===== src/rtl/thegame_pkg.sv =====
// Shared constants for TheGame button controller: register word offsets and
// default sizing for the button/switch inputs.
package thegame_pkg;

  localparam int BTN_WIDTH           = 5;
  localparam int BTN_DEBOUNCE_CYCLES = 50000;

  localparam logic [1:0] ADDR_DATA    = 2'd0;
  localparam logic [1:0] ADDR_RSVD    = 2'd1;
  localparam logic [1:0] ADDR_IRQMASK = 2'd2;
  localparam logic [1:0] ADDR_EDGECAP = 2'd3;

endpackage


===== src/rtl/thegame_button_ctrl_if.sv =====
// Avalon-MM slave bus bundle between the Nios II fabric and the button controller.
interface thegame_button_ctrl_if;

  logic [1:0]  address;
  logic        chipselect;
  logic        write;
  logic [31:0] writedata;
  logic [31:0] readdata;

  modport master (
    output address, chipselect, write, writedata,
    input  readdata
  );

  modport slave (
    input  address, chipselect, write, writedata,
    output readdata
  );

endinterface


===== src/rtl/thegame_debounce.sv =====
// Single-bit synchronizer and debouncer: a change on the input is accepted only
// after it has been seen unchanged for DEBOUNCE_CYCLES consecutive cycles.
module thegame_debounce #(
  parameter  int DEBOUNCE_CYCLES = 50000,
  localparam int CNT_W           = $clog2(DEBOUNCE_CYCLES)
) (
  input  logic clk,
  input  logic reset,
  input  logic in_i,
  output logic stable_o
);

  localparam logic [CNT_W-1:0] CNT_LAST = CNT_W'(DEBOUNCE_CYCLES - 1);

  logic             sync1_q, sync2_q;
  logic             stable_q, stable_d;
  logic [CNT_W-1:0] cnt_q, cnt_d;

  // NOTE: every variable gets a default at the top of always_comb so no path leaves it unassigned (no latch).
  always_comb begin
    stable_d = stable_q;
    cnt_d    = '0;
    if (sync2_q != stable_q) begin
      if (cnt_q == CNT_LAST) begin
        stable_d = sync2_q;
      end else begin
        cnt_d = cnt_q + CNT_W'(1);
      end
    end
  end

  // NOTE: sequential state uses non-blocking assignments so all flops sample pre-edge values.
  always_ff @(posedge clk) begin
    if (reset) begin
      sync1_q  <= 1'b0;
      sync2_q  <= 1'b0;
      stable_q <= 1'b0;
      cnt_q    <= '0;
    end else begin
      sync1_q  <= in_i;
      sync2_q  <= sync1_q;
      stable_q <= stable_d;
      cnt_q    <= cnt_d;
    end
  end

  assign stable_o = stable_q;

endmodule


===== src/rtl/thegame_button_ctrl.sv =====
// Debounced button controller: sticky press capture (W1C), interrupt mask and
// registered Avalon-MM read mux with a level interrupt.
module thegame_button_ctrl
  import thegame_pkg::*;
#(
  parameter int WIDTH           = BTN_WIDTH,
  parameter int DEBOUNCE_CYCLES = BTN_DEBOUNCE_CYCLES
) (
  input  logic                  clk,
  input  logic                  reset,
  thegame_button_ctrl_if.slave  bus,
  input  logic [WIDTH-1:0]      in_port,
  output logic                  irq
);

  logic [WIDTH-1:0] stable;
  logic [WIDTH-1:0] stable_dly_q;
  logic [WIDTH-1:0] rise;
  logic [WIDTH-1:0] w1c;
  logic [WIDTH-1:0] irqmask_q, irqmask_d;
  logic [WIDTH-1:0] edgecap_q, edgecap_d;
  logic [31:0]      readdata_q, readdata_d;
  logic             irq_q, irq_d;
  logic             wr_en;
  logic             unused_wdata;

  for (genvar i = 0; i < WIDTH; i++) begin : g_btn
    thegame_debounce #(
      .DEBOUNCE_CYCLES (DEBOUNCE_CYCLES)
    ) u_debounce (
      .clk      (clk),
      .reset    (reset),
      .in_i     (in_port[i]),
      .stable_o (stable[i])
    );
  end

  assign unused_wdata = ^bus.writedata[31:WIDTH];

  always_comb begin
    wr_en     = bus.chipselect & bus.write;
    rise      = stable & ~stable_dly_q;
    irqmask_d = irqmask_q;
    w1c       = '0;
    if (wr_en && bus.address == ADDR_IRQMASK) irqmask_d = bus.writedata[WIDTH-1:0];
    if (wr_en && bus.address == ADDR_EDGECAP) w1c = bus.writedata[WIDTH-1:0];
    // Applying the rise after the clear lets a same-cycle press survive a W1C.
    edgecap_d = (edgecap_q & ~w1c) | rise;
    irq_d     = |(edgecap_q & irqmask_q);
    case (bus.address)
      ADDR_DATA:    readdata_d = 32'(stable);
      ADDR_IRQMASK: readdata_d = 32'(irqmask_q);
      ADDR_EDGECAP: readdata_d = 32'(edgecap_q);
      default:      readdata_d = '0;
    endcase
  end

  always_ff @(posedge clk) begin
    if (reset) begin
      stable_dly_q <= '0;
      irqmask_q    <= '0;
      edgecap_q    <= '0;
      readdata_q   <= '0;
      irq_q        <= 1'b0;
    end else begin
      stable_dly_q <= stable;
      irqmask_q    <= irqmask_d;
      edgecap_q    <= edgecap_d;
      readdata_q   <= readdata_d;
      irq_q        <= irq_d;
    end
  end

  assign bus.readdata = readdata_q;
  assign irq          = irq_q;

endmodule


===== src/flat_wrapper.sv =====
// flat-port wrapper written by rule: the top's interface ports become plain ports
module thegame_button_ctrl_flat import thegame_pkg::*;
#(
  parameter int WIDTH           = BTN_WIDTH,
  parameter int DEBOUNCE_CYCLES = BTN_DEBOUNCE_CYCLES
)
  (clk, reset, in_port, irq, bus_address, bus_chipselect, bus_write, bus_writedata, bus_readdata);
  thegame_button_ctrl_if bus_i ();
  input  logic clk;
  input  logic reset;
  input  logic [WIDTH-1:0] in_port;
  output logic irq;
  input wire logic [$bits(bus_i.address)-1:0] bus_address;
  input wire logic [$bits(bus_i.chipselect)-1:0] bus_chipselect;
  input wire logic [$bits(bus_i.write)-1:0] bus_write;
  input wire logic [$bits(bus_i.writedata)-1:0] bus_writedata;
  output wire logic [$bits(bus_i.readdata)-1:0] bus_readdata;
  assign bus_i.address = bus_address;
  assign bus_i.chipselect = bus_chipselect;
  assign bus_i.write = bus_write;
  assign bus_i.writedata = bus_writedata;
  assign bus_readdata = bus_i.readdata;
  thegame_button_ctrl #(.WIDTH(WIDTH), .DEBOUNCE_CYCLES(DEBOUNCE_CYCLES)) u_core (.clk(clk), .reset(reset), .bus(bus_i), .in_port(in_port), .irq(irq));
endmodule

===== config.mk =====
export PLATFORM = sky130hd
export DESIGN_NAME = thegame_button_ctrl_flat
export DESIGN_NICKNAME = d
export VERILOG_FILES = /design/src/rtl/thegame_pkg.sv /design/src/rtl/thegame_button_ctrl_if.sv /design/src/rtl/thegame_debounce.sv /design/src/rtl/thegame_button_ctrl.sv /design/src/flat_wrapper.sv
export SDC_FILE = /design/constraint.sdc
export NUM_CORES = 1
export LEC_CHECK = 0
export ABC_CLOCK_PERIOD_IN_PS = 1800
export BUFFER_PORTS_ARGS = -buffer_cell sky130_fd_sc_hd__buf_2
export CORE_ASPECT_RATIO = 0.75
export CORE_UTILIZATION = 57
export CTS_CLUSTER_SIZE = 16
export DETAILED_ROUTE_END_ITERATION = 16
export MAX_ROUTING_LAYER = met4
export PLACE_DENSITY = 0.8
export SYNTH_ARGS = -nofsm -noshare
export SYNTH_HDL_FRONTEND = slang
export SYNTH_HIERARCHICAL = 1
export SYNTH_SLANG_ARGS = --single-unit

===== constraint.sdc =====
create_clock -name clk -period 1.8 [get_ports clk]
set_input_delay 0.18 -clock clk [delete_from_list [all_inputs] [get_ports clk]]
set_output_delay 0.18 -clock clk [all_outputs]
set_load 0.005 [all_outputs]

==> results.md <==
- VDD IR max: roughly 0.67 mV
- Synth Warn #: 6
- Seq cells post-synth: 116
- IO Pins: 76
- Tmin final: roughly 1600 ps
- CORE AREA: between 8000 and 9000 um2
- Antenna cells: 0
- Worst setup margin: 156 ps
- HPWL after detailed placement: roughly 6.4 mm
- Gpl congestion: about 0.79
- Hold/Removal Path Class: in2reg
- Largest net degree at the start of global routing: 25
- Clock Skew: 11.3 ps
- Vias in the first global route: between 3k and 4k
- First DRT Iteration DRCs: around 240
- Initial antenna violation count: 0
- Setup TNS: 0 ps
- IO buf count: 21
- Cell count after synthesis: around 540
- H-Tree Depth: 4
- Crit Path Class: reg2reg
- CP Max Fanout: 15
- Total Power: ~0.0059 W
- CP Launch Type: flop
- Hold Vio Cnt, Final: 0
- Drt first pass iters: 4
- CP cell instances: ha_1 -> nand3_1 -> nand4b_1 -> nand2_2 -> nor2_1
- Max clock buf depth: 2
- Crit path max-delay family: simple AND/OR/NAND/NOR gates
- Cell Rows: 29
- Post-route DRC: 0
- Number of buffers inserted by post-CTS setup repair: 0
- Pre-CTS WS: around 180 ps
- Die Y: ~85 um
- Main synth FF type: dfxtp_1
- Arrival @ worst endpoint: 1920 ps
- # setup viols final: 0
- Period utilisation layout: between 90% and 100%
- Final ANT Viol Nets: 0
- Slowest-stage cell, CP: dfxtp_1
- Synth top area share: between 40% and 50%
- Root Driver: clkbuf_16
- Fmax: 608 MHz
- Sink Count: about 120
- DR vias: ~3.6k
- Clk pin slew, worst setup/hold paths: 50 ps
- GR Overflow Total: 0
- # nets final: roughly 630
- CTS buffer count: 17
- Worst setup EP type: flop
- Clk_lat worst skew: 400 ps
- CTS Hold Buffers Added: 4
- Die Area: just under 10000 um2
- Main area contributors after synthesis: dfxtp_1 (44%), xnor2_1 (12%), nor2_1 (7.6%)
- Total Routed Length: 9.56 mm
- Buf/Inv on CP: 0
- Number of vias per cell: just over 5
- Async S/R FF share, synth: 0%
- First-pass GRT wire length: 16.1 mm
- RSZ-0062 raised after global routing: false
- Post-Syn Area: 5260 um2
- Initial Util: between 60 and 70%
- Yosys cell types: 34
- Pwr dens: ~1000 nW/um2
- MaxCap Viol Count: 0
- Synthesis-to-finish area growth: 13.5%
- Status: complete, no violations
- Max incr delay on CP: between 300 and 400 ps
- Pleak: 2.16 nW
- Area leader, netlist: dfxtp_1
- All-layer global routing usage: 22.3%
- Sequential share of the synthesized area: approximately 44%
- TritonCTS clock tree: done
- Layout filler cell count: about 670
- CP Data Required Time: 2080 ps
- Post-synth EDFFs: 0
- Syn avg cell area: 9.76 um2
- Die Span X: 113 um
- Layout cells sized above 1: around 18%
- Wire per inst: 13.7 um
- CTS resizes: 0
- Count of pins over their slew limit: 0
logic make-up (layout without fill, tap and decap cells):
kind of cell / Yosys count / count (layout) / share of synthesized area [%]
AOI/OAI and AO/OA: 18 / 18 / 2.45
adders and majority gates: 5 / 5 / 1.19
buffers and inverters: 56 / 83 / 6.95
xor gates and xnor gates: 75 / 75 / 12.5
muxes: 15 / 15 / 3.05
other: 1 / 27 / 0.0713
and+or+nand+nor: 253 / 253 / 29.6
DFF: 116 / 116 / 44.2
layer usage:
layer  up-vias  share of wire [%]  track usage, %  wire (um)
met2        71                 47            35.1       4470
met5         -                  0               -          0
li1       1855                  -               -          -
met3         6                3.7            5.21        355
met1      1700                 49            27.5       4670
met4         0               0.75            9.81         72
synthesized netlist by cell type, types with 4 or more instances:
| cell type | number |
|---|---|
| nor2_2 | 10 |
| dfxtp_1 | 116 |
| nor4_4 | 5 |
| a21oi_1 | 6 |
| nand4_4 | 5 |
| mux2i_1 | 10 |
| nand2_1 | 15 |
| inv_1 | 20 |
| nand2_2 | 5 |
| nand4_2 | 5 |
| and3_2 | 5 |
| nor4b_1 | 5 |
| nor2_1 | 106 |
| buf_4 | 29 |
| nor3_1 | 20 |
| a22o_1 | 5 |
| nand3_1 | 25 |
| nor4_2 | 10 |
| nor4bb_1 | 10 |
| nand4b_1 | 5 |
| xor2_1 | 5 |
| buf_6 | 6 |
| a22oi_1 | 6 |
| nand4_1 | 5 |
| nor2b_1 | 15 |
| mux2_2 | 4 |
| xnor2_1 | 70 |
| ha_1 | 5 |
where the power goes:
group	total [W]	switching, W	internal [W]
Combinational	0.000120	0.0000751	0.0000446
Clock	0.00317	0.00105	0.00212
Sequential	0.00260	0.00000977	0.00259
sequential cells by signal (all words and copies together), names as in the netlist:
signal,count
u_core/irq,1
u_core/stable_dly_q,5
u_core/g_btn.u_debounce/cnt_q,80
u_core/g_btn.u_debounce/stable_o,5
u_core/bus.readdata,5
u_core/g_btn.u_debounce/sync1_q,5
u_core/g_btn.u_debounce/sync2_q,5
u_core/irqmask_q,5
u_core/edgecap_q,5
worst paths after layout:
kind	from	to	slack, ps	cells after the start
hold / removal	in_port[3]	u_core/g_btn[3].u_debounce/sync1_q	20	2
hold reg to reg	u_core/g_btn[0].u_debounce/sync1_q	u_core/g_btn[0].u_debounce/sync2_q	430	1
setup reg to reg	u_core/g_btn[0].u_debounce/cnt_q[0]	u_core/g_btn[0].u_debounce/cnt_q[11]	160	5
setup / recovery	u_core/g_btn[0].u_debounce/cnt_q[0]	u_core/g_btn[0].u_debounce/cnt_q[11]	160	5
stage by stage:
step	hold slack (ps)	utilization [%]	cells	cell area [um2]
5_1_grt	37.3	68.5	700	5970
3_5_place_dp	393	61.6	666	5370
3_3_place_gp	389	61.6	666	5370
6_report	15.3	68.5	700	5970
2_1_floorplan	252	-	565	5360
4_1_cts	4.55	68.5	700	5970
final cells by class:
| type | count | area (um2) | share of cell area (%) |
|---|---|---|---|
| flip-flops and latches | 116 | 2320 | 38.9 |
| multi-input cells | 393 | 2670 | 44.7 |
| well taps | 108 | 135 | 2.26 |
| repair buffers | 33 | 205 | 3.44 |
| inverters | 20 | 75.1 | 1.26 |
| clock buffers | 25 | 485 | 8.14 |
| clock inverters | 5 | 75.1 | 1.26 |
placed cells by master, fill, tap and decap left out, types with 15 or more instances in the layout:
cell	count
buf_2	21
clkbuf_16	17
conb_1	27
dfxtp_1	116
inv_1	20
nand2_1	15
nand3_1	25
nor2_1	106
nor2b_1	15
nor3_1	20
xnor2_1	70
No activity file was read; power rests on OpenSTA's default activity.
